`config.mk`:
```
export PLATFORM = sky130hd
export DESIGN_NAME = stg1if_fq
export DESIGN_NICKNAME = d
export VERILOG_FILES = /design/src/rtl/stg1if_fq.sv
export SDC_FILE = /design/constraint.sdc
export NUM_CORES = 1
export LEC_CHECK = 0
export ABC_AREA = 1
export CORE_ASPECT_RATIO = 0.8
export CORE_UTILIZATION = 35
export DETAILED_ROUTE_END_ITERATION = 10
export GPL_TIMING_DRIVEN = 1
export SYNTH_ARGS = -nofsm -noshare
export SYNTH_HDL_FRONTEND = slang
export SYNTH_SLANG_ARGS = --single-unit
```
`constraint.sdc`:
```
create_clock -name iw_clk -period 3.9 [get_ports iw_clk]
set_input_delay 0.585 -clock iw_clk [delete_from_list [all_inputs] [get_ports iw_clk]]
set_output_delay 0.585 -clock iw_clk [all_outputs]
set_load 0.02 [all_outputs]
```
`src/rtl/stg1if_fq.sv`:
```
// -----------------------------------------------------------------------------
// stg1if_fq -- fetch-stage instruction queue
//
// Buffers (pc, instr) pairs returned by instruction memory in a DEPTH-entry
// register FIFO and presents the oldest entry to decode. Decode consumes the
// head whenever it is valid and not stalled. Memory is throttled with
// ow_mem_ready (not full). A push attempted while full is dropped and latches
// the sticky ow_ovf flag. iw_flush empties the queue on a branch or redirect.
// Every output is driven only from registered state.
//
// Ports
//   iw_clk        clock, all state updates on the rising edge
//   iw_rst        asynchronous active-high reset
//   iw_mem_valid  memory presents a fetched word this cycle
//   iw_mem_data   fetched instruction word
//   iw_pc         address of iw_mem_data
//   ow_mem_ready  queue can accept a push (not full)
//   iw_stall      decode is not accepting; the head is held
//   iw_flush      discard all queued entries
//   ow_valid      head entry valid
//   ow_pc         head entry PC (0 when empty)
//   ow_instr      head entry instruction (0 when empty)
//   ow_count      current occupancy, 0..DEPTH
//   ow_ovf        sticky: push attempted while full
// -----------------------------------------------------------------------------
module stg1if_fq #(
  parameter  int ADDR_W = 24,
  parameter  int DATA_W = 24,
  parameter  int DEPTH  = 4,
  localparam int CNT_W  = $clog2(DEPTH) + 1
) (
  input  logic              iw_clk,
  input  logic              iw_rst,
  input  logic              iw_mem_valid,
  input  logic [DATA_W-1:0] iw_mem_data,
  input  logic [ADDR_W-1:0] iw_pc,
  output logic              ow_mem_ready,
  input  logic              iw_stall,
  input  logic              iw_flush,
  output logic              ow_valid,
  output logic [ADDR_W-1:0] ow_pc,
  output logic [DATA_W-1:0] ow_instr,
  output logic [CNT_W-1:0]  ow_count,
  output logic              ow_ovf
);

  localparam int               PTR_W    = $clog2(DEPTH);
  localparam logic [CNT_W-1:0] FULL_CNT = CNT_W'(DEPTH);

  // Storage: one PC and one instruction word per entry.
  logic [ADDR_W-1:0] pc_mem    [DEPTH];
  logic [DATA_W-1:0] instr_mem [DEPTH];

  logic [PTR_W-1:0] wr_ptr;
  logic [PTR_W-1:0] rd_ptr;
  logic [CNT_W-1:0] count;
  logic             ovf;

  logic not_empty;
  logic not_full;
  logic push;
  logic pop;

  // Status comes from the occupancy register alone, so neither ow_valid nor
  // ow_mem_ready can form a combinational path from any input.
  assign not_empty = (count != '0);
  assign not_full  = (count != FULL_CNT);

  // Push and pop are both judged on the state before the edge. A pop while
  // full therefore does not open a slot for a push in the same cycle.
  assign push = iw_mem_valid && not_full;
  assign pop  = not_empty && !iw_stall;

  // Pointers, occupancy and the overflow flag. Flush takes priority over any
  // push, pop or overflow event in the same cycle.
  // NOTE: sequential state is assigned with <= so that every register samples
  // its pre-edge value and the outcome does not depend on statement order.
  always_ff @(posedge iw_clk or posedge iw_rst) begin
    if (iw_rst) begin
      wr_ptr <= '0;
      rd_ptr <= '0;
      count  <= '0;
      ovf    <= 1'b0;
    end else if (iw_flush) begin
      wr_ptr <= '0;
      rd_ptr <= '0;
      count  <= '0;
      ovf    <= 1'b0;
    end else begin
      if (push) wr_ptr <= wr_ptr + PTR_W'(1);
      if (pop)  rd_ptr <= rd_ptr + PTR_W'(1);

      case ({push, pop})
        2'b10:   count <= count + CNT_W'(1);
        2'b01:   count <= count - CNT_W'(1);
        default: count <= count;
      endcase

      if (iw_mem_valid && !not_full) ovf <= 1'b1;
    end
  end

  // Entry storage. The array has no reset: an entry is never observed before
  // it is written, because the head is masked to zero while the queue is empty.
  // NOTE: leaving the storage array out of reset keeps it a plain register file
  // with a clock-enable, instead of DEPTH words of reset-muxed flops.
  always_ff @(posedge iw_clk) begin
    if (push && !iw_flush) begin
      pc_mem[wr_ptr]    <= iw_pc;
      instr_mem[wr_ptr] <= iw_mem_data;
    end
  end

  // Head presentation, forced to zero while the queue is empty.
  assign ow_valid     = not_empty;
  assign ow_mem_ready = not_full;
  assign ow_pc        = not_empty ? pc_mem[rd_ptr]    : '0;
  assign ow_instr     = not_empty ? instr_mem[rd_ptr] : '0;
  assign ow_count     = count;
  assign ow_ovf       = ovf;

endmodule
```
# Word-level counts from Yosys, hierarchy flattened
# Memories as Yosys holds them, arrays and structs flattened.
# Index checks and enable logic that the tools add are counted.
# totals
reg_bits	8
word_cells	37
ram_bits	192
memories	2
# memory_table
memory	words	width	read_ports	rd_ports_with_merged_regs	wr	line_no	rtl
instr_mem	4	24	1	0	1	52	logic [DATA_W-1:0] instr_mem [DEPTH];
pc_mem	4	24	1	0	1	51	logic [ADDR_W-1:0] pc_mem [DEPTH];
# op_classes
mux	12
n_reduce_logical	12
n_eq_ne	3
add_sub_neg	4
# ops
operator	n
24-bit two-way mux	2
2-bit two-way mux	4
3-bit case mux with 2 select lines	1
2-bit nonzero test	3
3-bit nonzero test	2
2-bit by 1-bit adder with 2-bit output (second input constant)	2
1-bit logical AND	4
1-bit two-way mux	4
3-bit by 1-bit adder with 3-bit output (second input constant)	1
1-bit zero test	3
3-bit two-way mux	1
3-bit != test (second input constant)	1
3-bit by 1-bit subtractor with 3-bit output (second input constant)	1
2-bit by 1-bit == test with 1-bit output (second input constant)	1
2-bit == test (second input constant)	1

# Logic depth before layout (Yosys ltp)
# logic_depth
ltp_word	5
depth_mapped	12
mapped_depth_nobuf	12

# Worst setup path before layout
# Ideal clock, no wire load.
# synth_path
path_kind	flip-flop to flip-flop
from	reg count[0], in the netlist ow_count[0]
to	mem instr_mem[0][0] (enable)
path_slack_ns	0.304
t_arrival_ns	3.143
path_stages_with_launch	7
path_buffers	0
required_ns	3.446
setup_time_ns	0.454
synth_period_minus_slack_ns	3.596
path_cell_list	dfrtp_1 -> nor2_4 -> nand2_2 -> nand2_4 -> nor2_1 -> inv_1 -> nor2_1
# synth_via
elab_chain_len	5
# synth_lines
item	line_no	rtl
from (decl)	56	logic [CNT_W-1:0] count;
from (signal assigned)	94	2'b10: count <= count + CNT_W'(1);
from (signal assigned)	95	2'b01: count <= count - CNT_W'(1);
from (signal assigned)	96	default: count <= count;
3-bit != test	67	assign not_full = (count != FULL_CNT);
net ow_mem_ready	37	output logic ow_mem_ready,
1-bit logical AND	71	assign push = iw_mem_valid && not_full;
1-bit logical AND	108	if (push && !iw_flush) begin
1-bit two-way mux	108	
1-bit two-way mux (not written as such)	110	instr_mem[wr_ptr] <= iw_mem_data;
to (decl)	52	
# The timed path passes the listed nets, and every way through them passes these cells.

# Worst setup path after layout
# layout_path
from	reg rd_ptr[0]
to	out ow_instr[8]
# layout_via
elab_chain_len	2
# layout_lines
item	line_no	rtl
from (decl)	55	logic [PTR_W-1:0] rd_ptr;
from (signal assigned)	91	if (pop) rd_ptr <= rd_ptr + PTR_W'(1);
memory 4 x 24 bit	-	
24-bit two-way mux	118	assign ow_instr = not_empty ? instr_mem[rd_ptr] : '0;
to (decl)	42	output logic [DATA_W-1:0] ow_instr,
# No other way between the ends.

==> key figures <==
Yosys
  – Synth Area in Compound Gates: 0.104
  – Area contributors post-synth: edfxtp_1, nor2_1, o21ai_0
  – Post-Synthesis Cell Area: 8070 um^2
  – Ys flop type: edfxtp_1
  – Top-count cell post-synth: nor2_1
  – Top-area cell type share of the netlist area: 0.714
  – Post-Synth XOR/XNOR Area: 0.00108
  – Commonest cells in the netlist: nor2_1, edfxtp_1, o21ai_0, a21oi_1, o21ai_1
  – Largest area contributor in the netlist: edfxtp_1
  – Number of flops mapped to enable cells by yosys: 192
  – Yosys warns: 0
  – Mapped Nets: 692
  – Post-Syn Area per Cell: 12.7 um^2
  – Post-synthesis simple-gate area fraction: 0.112
  – Sequential share of the synthesized area: 0.739
  – Synth cell types: 26
  – #FFs+latches synth: 200
  – Async SR Flop Fraction: 0.0400
  – Cells after Synth: 634
  – Mux cell area share after synthesis: 0
  – Main combinational cell family by area after synthesis: simple AND/OR/NAND/NOR gates
  – Post-Synth Adder-Cell Area: 0.00868

Finish
  – Final std cells w/o fill: 1054
  – Fill count: 2094
  – # nets final: 794
  – Synth-to-layout area growth: 23.6%
  – Layout cells sized above 1: 0.104

Detailed routing
  – Vias per inst: 4.73
  – Top sig layer: met4
  – DRC viols: 0
  – 1st-iter DRT viols: 319
  – WL met2: 8150 um
  – Post-route met1 wirelength: 8300 um
  – Vias: 4981
  – Wire length per cell: 16.4 um
  – Post-Route WL: 17300 um
  – Routed Antenna Nets: 0
  – Drt pass-1 iters: 4
  – WL met3: 698 um

Global routing
  – Largest net degree at the start of global routing: 70
  – Initial antenna violation count: 1
  – First-pass GRT wire length: 27000 um
  – Grt ovf: 0
  – GR Util All Layers: 0.155
  – Vias in the first global route: 4873

Clock network
  – Root Driver: clkbuf_16
  – Resized Gates After CTS: 0
  – CTS Buffer Depth: 2
  – Number of buffers created by CTS: 17
  – Clk_lat worst skew: 430 ps
  – Postcts setup bufs: 0
  – Sink Count: 200
  – CTS clock-pin slew for the worst setup and hold paths: 70 ps
  – CTS tree: yes
  – CTS H-tree depth: 4
  – Post-CTS Hold Buffers: 0

Placed design
  – Gpl congestion: 0.693
  – I/O Buffers: 106
  – DPL Wire Length: 9950 um
  – Placed Cells: 1023
  – Pre-CTS setup slack: 930 ps

Run status
  – Status: completed

STA
  – Max Clk Rate: 0.308 GHz
  – Crit share post-route: 0.833
  – Max Clock Skew: 14.6 ps
  – Final Max Slew Viols: 0
  – Worst rel slew slack: 0.487
  – RSZ-0062 raised after global routing: no
  – Setup Viol. Count Final: 0
  – Post-layout minimum cycle time: 3250 ps
  – Setup total negative slack: 0 ps
  – Final hold vios: 0
  – Final setup margin: 651 ps
  – Slew at the pin closest to its max-slew limit: 770 ps

Job
  – Max-Cap Viols: 0

Power and ir drop
  – Max IR drop VDD: 385 uV
  – P_leak: 3.33 nW
  – Pwr/cell area: 672 nW/um^2

Setup path
  – Worst setup SP type: flip-flop
  – CP required: 3310 ps
  – Reg2Reg Depth: 7
  – CP Max Fanout: 69
  – Crit. End Element: primary output
  – Crit Path Category: reg2out
  – Data arrival, critical path: 2660 ps

Floorplan
  – Site Rows: 49
  – Die area: 23700 um^2
  – Total core area: 22600 um^2
  – Starting Density: 0.358
  – Die width: 172 um
  – I/O pins: 107
  – Die height: 138 um

Hold path
  – Worst Hold Class: in2async
==> cells by family (layout without fill, tap and decap cells) <==
group | count (synthesis) | in the layout
AO/OA/AOI/OAI | 151 | 151
other | 0 | 1
adder cells (fa/ha/maj) | 5 | 5
AND/OR/NAND/NOR | 224 | 224
XOR/XNOR | 1 | 1
buffers and inverters | 53 | 166
flip-flops | 200 | 200
==> layout by cell type (no fill, tap or decap), drive strengths merged <==
master / instances
nor2: 199
nand2: 19
clkinv: 8
nand3b: 1
clkdlybuf4s50: 106
clkbuf: 20
xnor2: 1
inv: 19
diode: 1
nand3: 5
fa: 1
dfrtp: 8
buf: 13
edfxtp: 192
ha: 4
o21ai: 99
a21oi: 52
==> registers in the layout (all words and copies together) (netlist names) <==
register   flops
instr_mem     96
pc_mem        96
ow_count       3
rd_ptr         2
wr_ptr         2
ow_ovf         1
==> metrics by stage <==
stage / total power [mW] / hold slack (ps) / area (um^2) / util
floorplan: 4.16 / 401 / 8070 / -
global placement: 5.21 / 518 / 9470 / 0.420
detailed placement: 5.22 / 543 / 9470 / 0.420
CTS: 6.79 / 417 / 9980 / 0.442
global route: 7.07 / 446 / 9980 / 0.442
finish: 6.71 / 420 / 9980 / 0.442
==> final timing paths <==
kind                                         start                       to  slack, ps
min in group iw_clk             ow_ovf$_DFFE_PP0P_       ow_ovf$_DFFE_PP0P_        550
min reg2reg                     ow_ovf$_DFFE_PP0P_       ow_ovf$_DFFE_PP0P_        550
min                                         iw_rst  ow_count[0]$_DFFE_PP0P_        420
max reg2reg                ow_count[0]$_DFFE_PP0P_   pc_mem[3][6]$_DFFE_PP_       1490
max                          rd_ptr[0]$_DFFE_PP0P_              ow_instr[8]        650
max in group asynchronous                   iw_rst    rd_ptr[0]$_DFFE_PP0P_       3210
==> final cells by class <==
type	instances	area, um^2	share of cell area
inverters	17	66.3	0.00664
flip-flops and latches	200	5970	0.598
clock buffers	20	437	0.0437
diodes	1	2.50	0.000251
clock inverters	10	76.3	0.00765
multi-input cells	381	1850	0.185
repair buffers	119	1200	0.120
well taps	306	383	0.0384
==> power by group <==
| part | leakage (nW) | total [mW] | switching [mW] | internal, mW |
|---|---|---|---|---|
| Clock | 0.251 | 1.57 | 0.754 | 0.815 |
| Sequential | 1.85 | 2.54 | 0.0532 | 2.49 |
| Combinational | 1.23 | 2.60 | 1.60 | 1.00 |
| Total | 3.33 | 6.71 | 2.40 | 4.31 |
==> per-layer routing <==
layer | track usage | vias up
met4 | 0.0423 | 0
met2 | 0.247 | 95
li1 | - | 2433
met3 | 0.0385 | 12
met1 | 0.210 | 2441
met5 | 0 | -
==> critical path, cell delays in order, from the launching register on <==
cell,delay (ps)
dfrtp_4,500
inv_4,510
buf_12,260
o21ai_0,130
a21oi_2,190
clkdlybuf4s50_1,630
No activity file was read; power rests on OpenSTA's default activity.
==> variant: new RTL, same flow settings <==
Register the output `ow_ovf` once more, cleared by the reset; this adds one clock of latency there. The other outputs are not delayed to match.
--- a/src/rtl/stg1if_fq.sv
+++ b/src/rtl/stg1if_fq.sv
@@ -117,6 +117,12 @@
   assign ow_pc        = not_empty ? pc_mem[rd_ptr]    : '0;
   assign ow_instr     = not_empty ? instr_mem[rd_ptr] : '0;
   assign ow_count     = count;
-  assign ow_ovf       = ovf;
+  always_ff @(posedge iw_clk or posedge iw_rst) begin
+    if (iw_rst) begin
+      ow_ovf <= '0;
+    end else begin
+      ow_ovf <= ovf;
+    end
+  end
 
 endmodule
Behaviour: not the same (a bounded check fails within 10 cycles, from zero or initial values and one cycle with iw_rst high).
==> variant against the unedited design <==
Area after synthesis increased by 0.31%. Final area grew 1.1%. Critical path depth rose by 1. Count of clock-buffer cells in the layout is 8 higher. Power is 2.3% higher. Setup slack worse by 0.057 ns. Wire length rose by 0.64%. First-iteration DRC count is 25% higher. Die area increased by 0.31%. Sequential cell count is 1 higher. Via count down 0.50%. Global-route usage fell by 0.66 points. Clock skew decreased by 0.0065 ns. Largest power group unchanged.
==> variant: results <==
[run_status]
status = complete, no violations

[drt]
vias = 4956
dr.first_iter.drc_count = 400
drt_wl_total_mm = 17.4
dr.pass1.iters = 4

[power]
p_comb_uw = 2580
pg_seq_uw = 2550
p_sw_frac = 0.347
irDropWorstVdd_mv = 0.348
cellLeakagePower_uw = 0.00339
power_frac_comb = 0.375

[placement]
placed_cells = 1025
numPortBuffers = 106
hpwl_mm = 10.1
post_dp_cell_area_sq_um = 9510
routabilityCongestion = 0.708

[critical_path]
rrSetupSlack_ns = 1.60
crit_path_end = ow_pc[3]
worstPathArrival_ns = 2.72
cp_max_fo = 25
r2r-start = ow_count[0]
r2r_end = pc_mem[3][23]
worst-r2r-cell-count = 7
startpoint = ow_count[1]

[synthesis]
yosys-top-cells-count = nor2_1 (197), edfxtp_1 (192), o21ai_0 (69)
ys_types = 26
async_flop_share = 0.0448
synth.area.top_cells = edfxtp_1 (71%), nor2_1 (9.1%), o21ai_0 (4.3%)
yosysWarnings = 0
syn_area_per_cell_sq_um = 12.8
seq_area_frac_synth = 0.740
syn_nets = 693
synth_edf_count = 192

[clock_network]
clock_path_buffers = 3
cts.htree.levels = 1
clockRootBuffer = clkbuf_16
clock_latency_ns = 0.48
cts_buffers = 21
post_cts_resized = 0
cts_setup_buffers = 0
clkTransAtPathRegs_ns = 0.06

[global_routing]
antenna_found_initial = 1
grt_max_degree = 58
grt_first_pass_wirelength_mm = 27.1
track_usage = 0.148
grt_pass1_vias = 4737

[cells_and_area]
fin_cells = 1058
diodes = 0
fin_nets = 800
drive_gt1_frac = 0.105

[timing]
clock-skew-final_ns = 0.00807
max_slew_margin = 0.556
## variant: cell count changes after synthesis, sizes merged
cell | unedited run | this run
dfrtp | 8 | 9
## variant: stage by stage
stage | util | worst slack, ns | hold WS, ns
after floorplan | - | 0.304 | 0.354
after global placement | 0.422 | 1.06 | 0.359
after detailed placement | 0.422 | 1.03 | 0.362
after CTS | 0.447 | 0.498 | 0.369
after global routing | 0.447 | 0.432 | 0.390
final | 0.447 | 0.594 | 0.369
## variant: how the worst min path moves through the flow
stage | slack [ns] | depth (start not counted) | to | startpoint
floorplan | 0.35 | 0 | ow_ovf | ovf
finish | 0.37 | 2 | wr_ptr[0] | iw_rst
CTS | 0.37 | 2 | wr_ptr[0] | iw_rst
detailed placement | 0.36 | 0 | ow_ovf | ovf
global placement | 0.36 | 0 | ow_ovf | ovf
global route | 0.39 | 0 | ow_ovf | ovf
## variant: critical path: stages, from the launching register on
cell	delay, ns
dfrtp_1	0.45
nor2_4	0.22
nand2_4	0.08
inv_2	0.50
buf_4	0.32
a21oi_1	0.10
clkdlybuf4s50_1	0.57
## variant: cells by family after synthesis
family,synth area share
DFF,0.740
buffers and inverters,0.0354
AOI/OAI and AO/OA,0.104
adders and majority gates,0.00865
xor gates and xnor gates,0.00108
and+or+nand+nor,0.111
## variant: final cells by class
class | count | area (sq um)
Inverter | 17 | 66.3
Sequential cell | 201 | 6000
Clock inverter | 5 | 27.5
Clock buffer | 28 | 552
Tap cell | 306 | 383
Fill cell | 2067 | 12500
Timing Repair Buffer | 120 | 1220
Multi-Input combinational cell | 381 | 1850
## variant: routing by layer
layer / global-route usage / part of all wire / up-vias
met3: 0.0298 / 0.056 / 26
met1: 0.217 / 0.48 / 2365
li1: - / - / 2443
met4: 0.0415 / 0.021 / 0
met5: 0 / 0 / -
met2: 0.222 / 0.44 / 122
